<file path="src/rtl/ex_muldiv_unit.sv">
// rtl/ex_muldiv_unit.sv - iterative RV32M multiply/divide unit for the EX stage
module ex_muldiv_unit #(
  parameter int XLEN = 32,
  parameter int ITER = 32
) (
  input  logic            clk,
  input  logic            rst,
  input  logic            valid_in,
  input  logic            flush,
  input  logic [6:0]      opcode_in,
  input  logic [2:0]      func3_in,
  input  logic [6:0]      func7_in,
  input  logic [XLEN-1:0] rs1_val_in,
  input  logic [XLEN-1:0] rs2_val_in,
  input  logic [4:0]      rd_in,
  output logic            stall,
  output logic            busy,
  output logic            result_valid,
  output logic [XLEN-1:0] result,
  output logic [4:0]      rd_out
);

  localparam int CW = $clog2(ITER);
  localparam logic [CW-1:0] LAST = CW'(ITER - 1);

  typedef enum logic [1:0] {IDLE, BUSY, DONE} state_t;

  state_t state, state_nxt;

  logic            start;
  logic            a_signed, b_signed, neg_a_in, neg_b_in;
  logic [XLEN-1:0] a_mag_in, b_mag_in;

  logic [2:0]        f3_q;
  logic [4:0]        rd_q;
  logic              neg_a, neg_b, b_zero;
  logic [XLEN-1:0]   a_mag, b_mag;
  logic [CW-1:0]     cnt;
  logic [2*XLEN-1:0] prod;
  logic [XLEN-1:0]   quo, rem;

  logic [XLEN:0]     mul_sum, div_shift, div_diff;
  logic [2*XLEN-1:0] prod_nxt, prod_signed;
  logic [XLEN-1:0]   quo_nxt, rem_nxt, quo_signed, rem_signed, final_val;
  logic              finish;

  assign start = valid_in & (opcode_in == 7'b0110011) & (func7_in == 7'b0000001)
               & (state == IDLE) & ~flush;

  // Operand sign interpretation: MULHU/DIVU/REMU are fully unsigned, MULHSU only signs rs1
  always_comb begin
    a_signed = 1'b0;
    b_signed = 1'b0;
    case (func3_in)
      3'd0, 3'd1, 3'd4, 3'd6: begin a_signed = 1'b1; b_signed = 1'b1; end
      3'd2:                   a_signed = 1'b1;
      default:                ;
    endcase
    neg_a_in = a_signed & rs1_val_in[XLEN-1];
    neg_b_in = b_signed & rs2_val_in[XLEN-1];
    a_mag_in = neg_a_in ? -rs1_val_in : rs1_val_in;
    b_mag_in = neg_b_in ? -rs2_val_in : rs2_val_in;
  end

  // One shift-add multiply step and one restoring divide step; both run every BUSY cycle
  always_comb begin
    mul_sum   = {1'b0, prod[2*XLEN-1:XLEN]} + (prod[0] ? {1'b0, a_mag} : '0);
    prod_nxt  = {mul_sum, prod[XLEN-1:1]};
    div_shift = {rem, quo[XLEN-1]};
    div_diff  = div_shift - {1'b0, b_mag};
    rem_nxt   = div_diff[XLEN] ? div_shift[XLEN-1:0] : div_diff[XLEN-1:0];
    quo_nxt   = {quo[XLEN-2:0], ~div_diff[XLEN]};
  end

  // Sign fix-up and selection of the final value from the last iteration's outputs
  always_comb begin
    prod_signed = (neg_a ^ neg_b) ? -prod_nxt : prod_nxt;
    quo_signed  = b_zero ? '1 : ((neg_a ^ neg_b) ? -quo_nxt : quo_nxt);
    rem_signed  = neg_a ? -rem_nxt : rem_nxt;
    case (f3_q)
      3'd0:       final_val = prod_signed[XLEN-1:0];
      3'd1, 3'd2,
      3'd3:       final_val = prod_signed[2*XLEN-1:XLEN];
      3'd4, 3'd5: final_val = quo_signed;
      default:    final_val = rem_signed;
    endcase
  end

  assign finish = (state == BUSY) & (cnt == LAST) & ~flush;

  // State register
  always_ff @(posedge clk or posedge rst) begin
    if (rst) state <= IDLE;
    else     state <= state_nxt;
  end

  // Next-state logic; DONE always returns to IDLE so the held instruction cannot restart
  always_comb begin
    state_nxt = state;
    case (state)
      IDLE:    if (start) state_nxt = BUSY;
      BUSY:    if (flush) state_nxt = IDLE;
               else if (cnt == LAST) state_nxt = DONE;
      DONE:    state_nxt = IDLE;
      default: state_nxt = IDLE;
    endcase
  end

  // Outputs decoded from state; flush in DONE kills the strobe
  always_comb begin
    stall        = ((state == IDLE) & start) | (state == BUSY);
    busy         = (state == BUSY);
    result_valid = (state == DONE) & ~flush;
  end

  // Operand latch, iteration registers and result capture
  always_ff @(posedge clk or posedge rst) begin
    if (rst) begin
      f3_q   <= '0;
      rd_q   <= '0;
      neg_a  <= 1'b0;
      neg_b  <= 1'b0;
      b_zero <= 1'b0;
      a_mag  <= '0;
      b_mag  <= '0;
      cnt    <= '0;
      prod   <= '0;
      quo    <= '0;
      rem    <= '0;
      result <= '0;
      rd_out <= '0;
    end else begin
      if (start) begin
        f3_q   <= func3_in;
        rd_q   <= rd_in;
        neg_a  <= neg_a_in;
        neg_b  <= neg_b_in;
        b_zero <= (rs2_val_in == '0);
        a_mag  <= a_mag_in;
        b_mag  <= b_mag_in;
        cnt    <= '0;
        prod   <= {{XLEN{1'b0}}, b_mag_in};
        quo    <= a_mag_in;
        rem    <= '0;
      end else if (state == BUSY) begin
        cnt  <= cnt + 1'b1;
        prod <= prod_nxt;
        quo  <= quo_nxt;
        rem  <= rem_nxt;
      end
      if (finish) begin
        result <= final_val;
        rd_out <= rd_q;
      end
    end
  end

endmodule

</file>
<file path="config.mk">
export PLATFORM = sky130hd
export DESIGN_NAME = ex_muldiv_unit
export DESIGN_NICKNAME = d
export VERILOG_FILES = /design/src/rtl/ex_muldiv_unit.sv
export SDC_FILE = /design/constraint.sdc
export NUM_CORES = 1
export LEC_CHECK = 0
export ABC_AREA = 1
export CORE_MARGIN = 2
export CORE_UTILIZATION = 66
export CTS_CLUSTER_DIAMETER = 50
export DETAILED_ROUTE_END_ITERATION = 10
export GPL_TIMING_DRIVEN = 0
export PLACE_DENSITY = 0.87
export REMOVE_ABC_BUFFERS = 1
export SETUP_SLACK_MARGIN = 0.15
export SLEW_MARGIN = 10
export SYNTH_ARGS = -nofsm -noshare
export SYNTH_HDL_FRONTEND = slang
export SYNTH_SLANG_ARGS = --single-unit
</file>
<file path="constraint.sdc">
create_clock -name clk -period 12.89 [get_ports clk]
set_input_delay 1.289 -clock clk [delete_from_list [all_inputs] [get_ports clk]]
set_output_delay 1.289 -clock clk [all_outputs]
set_load 0.005 [all_outputs]
</file>
* Word level (Yosys, flattened, before mapping)
Index checks and enable logic that the tools add are counted.
** Word-level totals
- Bits in registers :: 247
- Bits in latches :: 0
- RAM bits :: 0
- Bits in read-only memories :: 0
- Bits of input ports :: 90
- Output and inout port bits :: 40
- Word-level logic and storage cells :: 85
- Memories kept :: 0
** Cells by class
- Add/subtract/negate cells :: 8
- $mul :: 0
- Div/mod/pow operators :: 0
- $lt $le $gt $ge :: 0
- Equality and inequality tests :: 16
- Shifts and indexed selects :: 0
- Multiplexer cells :: 23
- Bitwise logic cells :: 14
- Reductions and logical operators :: 10
** Operators by type and width (number)
- 2-to-1 mux 32 bit :: 11
- 2-to-1 mux 64 bit :: 3
- negator 32 bit :: 4
- one-hot mux 32 bit (3 select lines) :: 1
- negator 64 bit :: 1
- adder 32 x 32 -> 33 bit :: 1
- subtractor 33 x 32 -> 33 bit :: 1
- zero test 32 bit :: 1
- == test 3 bit, second input constant :: 4
- AND 1 bit :: 10
- 2-to-1 mux 5 bit :: 2
- == test 3 x 2 -> 1 bit, second input constant :: 3
- == test 7 x 1 -> 1 bit, second input constant :: 1
- == test 7 x 6 -> 1 bit, second input constant :: 1
- == test 3 x 1 -> 1 bit, second input constant :: 2
- zero test 3 bit :: 2
- 2-to-1 mux 2 bit :: 3
- adder 5 x 1 -> 5 bit, second input constant :: 1
- == test 5 bit, second input constant :: 1
- OR reduction 5 bit :: 1
- one-hot mux 2 bit (2 select lines) :: 1
- OR reduction 4 bit :: 1
- inequality test 3 x 2 -> 1 bit, second input constant :: 1
- OR reduction 3 bit :: 1
- 11 further kinds :: 13

* Longest topological paths before layout
Gate-level depths: netlist of run 1.
- Word-level depth :: 7
- Gate-level depth with buffers :: 35
- Gate-level depth less buffers :: 33

* Least setup slack after synthesis of run 1
No wires, ideal clock.
- Path kind :: register to register
- Start point :: register quo[31]
- End point :: register result[20]
- Library setup time :: 122 ps
- Data arrival time :: 3939 ps
- Required time :: 12768 ps
- Slack :: 8829 ps
- Stages on the path, launching flop included :: 34
- Buffers on the path :: 2
- Period minus slack after synthesis :: 4061 ps
- Path through :: dfrtp_1 inv_1 ha_1 inv_1 fa_1 nand2_1 nand2_1 nand3_1 nand2_2 nand2_1 nand2_2 nand2_4 nand3_2 nand2_4 buf_6 buf_6 ha_1 inv_1 nor3_1 inv_1 nor3_1 nand3_1 inv_1 nand2_1 inv_1 nand3_1 nor2_1 nand2_1 nand3_1 nand3_1 a21oi_1 o21ai_0 nor2_1 a21oi_1
** Between the ends
- Cells in the longest elaborated chain, start to end :: 6
- Elaborated cells between the ends (all ways) :: 9
- Those cells by class :: add/sub (3); mux (5); bitwise (1)
** Ends and longest elaborated chain
- start, declared :: line 40 : logic [XLEN-1:0] quo, rem;
- start signal, assigned :: line 143 : quo <= a_mag_in;
- start signal, assigned :: line 148 : quo <= quo_nxt;
- subtractor 33 x 32 -> 33 bit :: line 70 : div_diff = div_shift - {1'b0, b_mag};
- inverter 1 bit :: line 72 : quo_nxt = {quo[XLEN-2:0], ~div_diff[XLEN]};
- negator 32 bit :: line 78 : quo_signed = b_zero ? '1 : ((neg_a ^ neg_b) ? -quo_nxt : quo_nxt);
- 2-to-1 mux 32 bit (2 in a row) :: line 78
- one-hot mux 32 bit (3 select lines) (*) :: line 80 : case (f3_q)
- end signal, assigned :: line 152 : result <= final_val;
- end, declared :: line 19 : output logic [XLEN-1:0] result,
Mark *: on every way between the ends. The rest lies on a longest branch, timed or not.
A chain may end at the register's enable or synchronous reset.

* Worst setup path after layout of run 1
- Start point :: input flush
- End point :: output stall
** Between the ends
- Cells in the longest elaborated chain, start to end :: 4
** Ends and longest elaborated chain
- start, declared :: line 9 : input logic flush,
- inverter 1 bit :: line 48 : & (state == IDLE) & ~flush;
- AND 1 bit :: line 48
- AND 1 bit :: line 111 : stall = ((state == IDLE) & start) | (state == BUSY);
- OR 1 bit :: line 111
- end, declared :: line 16 : output logic stall,
Every way passes these cells.

==> results of run 1 <==
final timing paths:
kind / from / slack, ns / to / cells past startpoint
max in group asynchronous: rst / 10.74 / prod[63] / 3
min in group asynchronous: rst / 1.17 / b_mag[5] / 2
worst max register to register: quo[31] / 6.89 / result[20] / 31
worst min register to register: a_mag[24] / 0.48 / a_mag[24] / 2
worst min-delay path: a_mag[24] / 0.48 / a_mag[24] / 2
worst max-delay path: flush / 6.82 / stall / 8
synthesized netlist by cell type, types with 4 or more instances:
master and n:
a21o_1 6, a21oi_1 180, a22oi_1 47, a31oi_1 12, buf_1 13, buf_6 6, clkbuf_1 77, clkinv_1 4
dfrtp_1 247, ha_1 71, inv_1 501, inv_2 5, nand2_1 986, nand2_2 25, nand2_4 11, nand3_1 296
nand3b_1 17, nand4_1 42, nor2_1 319, nor2_2 7, nor3_1 63, nor3_2 4, nor4_1 16, o211ai_1 8
o21a_1 4, o21ai_0 280, o21ai_2 4, o21bai_1 9, o221ai_1 8, o22ai_1 24, o31ai_1 7, or2_2 9
xnor2_1 9, xor2_1 20
logic make-up after synthesis:
logic type	Yosys count	synth area share
xor+xnor	29	0.01211
buf+inv	615	0.1156
fa+ha+maj	73	0.04428
simple gates	1810	0.3693
compound gates	611	0.1639
flops	247	0.2948
layout by cell type (no fill, tap or decap), types with 11 or more instances in the layout:
master / synthesis / final
nand2_1: 986 / 984
inv_1: 501 / 497
nor2_1: 319 / 316
nand3_1: 296 / 296
o21ai_0: 280 / 280
dfrtp_1: 247 / 245
a21oi_1: 180 / 180
clkdlybuf4s50_1: 0 / 129
ha_1: 71 / 71
nor3_1: 63 / 63
a22oi_1: 47 / 47
nand4_1: 42 / 42
clkbuf_16: 0 / 36
nand2_2: 25 / 27
o22ai_1: 24 / 24
xor2_1: 20 / 20
nand3b_1: 17 / 17
nor4_1: 16 / 15
a31oi_1: 12 / 12
nand2_4: 11 / 11
state kept, by name (all words and copies together), names as in the netlist, 3 cells and up:
register	cells
cnt	5
result	32
a_mag	32
f3_q	3
rd_out	5
quo	32
b_mag	32
rem	32
prod	64
rd_q	5
area by class of cell:
| class | instances | area, um2 |
|---|---|---|
| antenna | 1 | 2.502 |
| tap | 402 | 503.0 |
| fill | 2461 | 7518 |
| multi-input combinational | 2523 | 12390 |
| timing repair buffer | 146 | 1593 |
| clock inverter | 20 | 300.3 |
| sequential | 247 | 6183 |
| inverter | 510 | 1932 |
| clock buffer | 45 | 974.7 |
where the power goes:
group          internal, mW  total, mW  switching, mW
Sequential            0.830      0.891         0.0607
Clock                 0.649       1.07          0.421
Combinational         0.188      0.573          0.384
critical path: cells and delay by family:
family	cells	cell delay (ns)
buffers and inverters	5	1.90
AND/OR/NAND/NOR	3	1.59
per-layer routing:
metal / routed length, um / share of wire
met5: 13 / 0.00017
met4: 4867 / 0.062
met3: 11240 / 0.14
met2: 32290 / 0.41
met1: 29570 / 0.38
==> impl_metrics.yaml, run 1 <==
run_status:
  outcome: "finished, final reports clean"
place:
  portBuffers: 129
  gp_congestion: 1.078
  dp_slack_ns: 6.909
  hpwlAfterDp_mm: 57.25
  dp.cells: 3828
  postPlaceCellArea_um2: 22590
global_route:
  grt_overflow: 0
  antenna_found_initial: 1
  gr-usage-met2: 0.6947
  grt_usage: 0.4631
  use_met1: 0.6111
  grt_max_degree: 111
  busiest_layer: "met2"
  grt_pass1_wl_mm: 121.3
  grt_use_met3: 0.1315
  grt_pass1_vias: 23040
yosys:
  synth_top_cell_area_share: 0.2948
  synth.area.top_cells: "dfrtp_1 29%, nand2_1 18%, inv_1 9.0%, nand3_1 7.1%, o21ai_0 6.7%"
  ys_warn_count: 0
  seq_area_frac_synth: 0.2948
  ys_async_sr_fraction: 1.000
  synth_area_um2: 20970
  postSynthCellCount: 3385
  synth.distinct_cells: 62
  synth-edff-count: 0
  syn_avg_cell_area_um2: 6.194
  synth_ff_type: "dfrtp_1"
  synth_largest_area_cell: "dfrtp_1"
  ys_ff_latch: 247
cts:
  cts_max_path_buffers: 3
  cts_made_buffers: 36
  clk_latency_ns: 0.56
  path_clk_slew_ns: 0.06
  ctsHoldBuffers: 0
  cts_tree: "done"
  cts-root-buf: "clkbuf_16"
  h-tree-depth: 2
  cts_num_sinks: 247
  cts_resized: 0
  cts_setup_buffers: 0
floorplanning:
  die_h_um: 182.2
  io-pin-count: 130
  core_um2: 31390
  placementRows: 65
  die_area_um2: 33210
  initial_utilization: 0.6679
  die_w_um: 182.2
final_layout:
  drive_gt1_frac: 0.04698
  fin_util: 0.7605
  layout.nets: 3627
  area.growth.synth_to_final_pct: 13.86
  fin_cells: 3894
  final_area_um2: 23870
setup_path:
  arrival_ns: 4.79
  cpPeakStageDelay_ns: 0.63
  crit_type: "in -> out"
  worstPathRequired_ns: 11.60
  worstSetupEndpointType: "output port"
  cp_max_fo: 25
  startpoint_type: "input port"
  crit_chain: "clkdlybuf4s50_1 > nor4_1 > nand4_1 > buf_6 > buf_8 > buf_6 > nand2_2 > clkdlybuf4s50_1"
  slowest_stage: "clkdlybuf4s50_1"
min_path:
  min-delay-path-class: "reg -> reg"
timing:
  fin_hold_ws_ns: 0.4808
  finClkSkew_ns: 0.03509
  slew_headroom: 0.1381
  finalMaxSlewViolations: 0
  hold_viol: 0
  worst_slack_ns: 6.815
  setup-tns-final_ns: 0
  worst_pin_slew_ns: 1.289
  fin_crit_sh: 0.4713
  max_freq_mhz: 164.6
  rsz0062_at_grt: "no"
  layout_min_cycle_time_ns: 6.075
  setup_viol: 0
detailed_routing:
  drc: 0
  routed_wl_mm: 77.98
  vias: 24780
  drtPass1Iterations: 10
  viasPerCell: 6.364
  initialDrtViolationCount: 3957
  wl_per_cell_um: 20.03
  ant_nets: 0
power_and_ir_drop:
  powerDensity_nw_per_um2: 106.1
  total_power_mw: 2.534
  ir_worst_vdd_mv: 0.1144
  p_leak_nw: 12.66
job:
  drv_cap: 0
No activity file was read; power rests on OpenSTA's default activity.
==> inputs of run 2 (changes only) <==
Settings changed: CORE_UTILIZATION 66 to 62, PLACE_DENSITY 0.87 to 0.83.
Clock period 12.89 ns to 6.35 ns, I/O delays scaled along.
==> run 2 against run 1 <==
Clock skew shrank 0.017 ns. First-iteration DRC count decreased by 4.4%. Sequential power up 100%. Critical path type is now reg -> reg.
==> impl_metrics.yaml, run 2 (synthesized netlist as in run 1, its figures left out) <==
floorplanning:
  placementRows: 67
  io-pin-count: 130
  core_um2: 33450
  initial_utilization: 0.6269
  die_area_um2: 35310
  die_h_um: 187.9
  die_w_um: 187.9
final_layout:
  fin_cells: 3936
  most-common-layout-cells: "984 x nand2_1, 497 x inv_1, 316 x nor2_1"
  largest_register_ffs: 64
  area.growth.synth_to_final_pct: 13.77
  n_antenna_cell: 0
  top_register: "prod"
  fillers: 2754
  drive_gt1_frac: 0.04472
  layout.nets: 3626
  fin_util: 0.7132
  layout_commonest_cell: "nand2_1"
cts:
  cts_max_path_buffers: 3
  cts_num_sinks: 247
  path_clk_slew_ns: 0.06
  cts-root-buf: "clkbuf_16"
  h-tree-depth: 2
  clk_latency_ns: 0.55
  cts_resized: 0
  cts_tree: "done"
  cts_made_buffers: 35
  cts_setup_buffers: 0
  ctsHoldBuffers: 0
global_route:
  busiest_layer: "met2"
  grt_max_degree: 98
  grt_pass1_vias: 22630
  antenna_found_initial: 0
  grt_use_met3: 0.09545
  use_met1: 0.6058
  grt_usage: 0.4369
  grt_pass1_wl_mm: 121.2
  gr-usage-met2: 0.6571
  grt_overflow: 0
detailed_routing:
  ant_nets: 0
  drc: 0
  viasPerCell: 6.259
  wl_per_cell_um: 19.92
  initialDrtViolationCount: 3784
  vias: 24640
  drtPass1Iterations: 8
  routed_wl_mm: 78.42
setup_path:
  slowest_stage: "nor3_1"
  worstSetupEndpointType: "register"
  crit_top_cell: "nand2_1"
  cpPeakStageDelay_ns: 0.54
  cp_max_fo: 35
  crit_type: "reg -> reg"
  arrival_ns: 6.18
  worstPathRequired_ns: 6.82
  startpoint_type: "register"
timing:
  setup_viol: 0
  setup-tns-final_ns: 0
  rsz0062_at_grt: "no"
  worst_pin_slew_ns: 1.281
  hold_viol: 0
  slew_headroom: 0.1462
  finalMaxSlewViolations: 0
  finClkSkew_ns: 0.01812
  fin_hold_ws_ns: 0.4828
  max_freq_mhz: 175.2
  fin_crit_sh: 0.8989
  layout_min_cycle_time_ns: 5.708
job:
  drv_cap: 0
power_and_ir_drop:
  total_power_mw: 5.015
  ir_worst_vdd_mv: 0.2339
  powerDensity_nw_per_um2: 210.2
  p_leak_nw: 12.62
run_status:
  outcome: "finished, final reports clean"
place:
  portBuffers: 129
  dp.cells: 3874
  hpwlAfterDp_mm: 58.89
  gp_congestion: 1.017
min_path:
  min-delay-path-class: "reg -> reg"
[run 2: cell types whose count changed in the layout (fill, tap and decap cells not counted), sizes merged]
cell    before  now
diode        1    0
clkbuf      45   50
bufinv       5    3
inv        510  511
clkinv      11    4
[run 2: per-layer routing]
layer / vias to the layer above / share of wire
met4: 0 / 0.049
met1: 11340 / 0.40
met2: 1825 / 0.42
met3: 300 / 0.13
li1: 11170 / -
met5: - / 0
[run 2: area by class of cell]
class | instances | area, um2 | area share
Clock inverter | 12 | 171.4 | 0.007186
Multi-Input combinational cell | 2523 | 12390 | 0.5192
Timing Repair Buffer | 146 | 1609 | 0.06745
Inverter | 510 | 1932 | 0.08098
Tap cell | 448 | 560.5 | 0.02350
Sequential cell | 247 | 6182 | 0.2592
Clock buffer | 50 | 1015 | 0.04254
[run 2: final timing paths]
path,depth (start not counted),slack (ns),to,from
hold / removal,2,0.48,a_mag[24],a_mag[24]
max in group asynchronous,4,4.44,a_mag[31],rst
min in group asynchronous,2,0.54,b_mag[2],rst
hold reg to reg,2,0.48,a_mag[24],a_mag[24]
setup / recovery,30,0.64,result[28],quo[31]
setup reg to reg,30,0.64,result[28],quo[31]
[run 2: where the power goes]
group | internal, mW | switching, mW | total (mW)
Combinational | 0.383 | 0.767 | 1.15
Sequential | 1.69 | 0.121 | 1.81
Clock | 1.25 | 0.811 | 2.06
[run 2: per-stage QoR]
stage,worst slack [ns],cell area (um2)
after floorplan,-1.072,20460
after global placement,-4.236,22310
after detailed placement,0.9703,22670
after CTS,0.9528,23850
after global routing,0.2840,23860
final,0.6417,23860
[run 2: critical path: cells and delay by family (launching register included)]
family,cells,cell delay (ns)
AND/OR/NAND/NOR,17,2.83
flip-flops,1,0.41
adder cells (fa/ha/maj),3,0.99
AO/OA/AOI/OAI,5,0.81
buffers and inverters,5,0.55
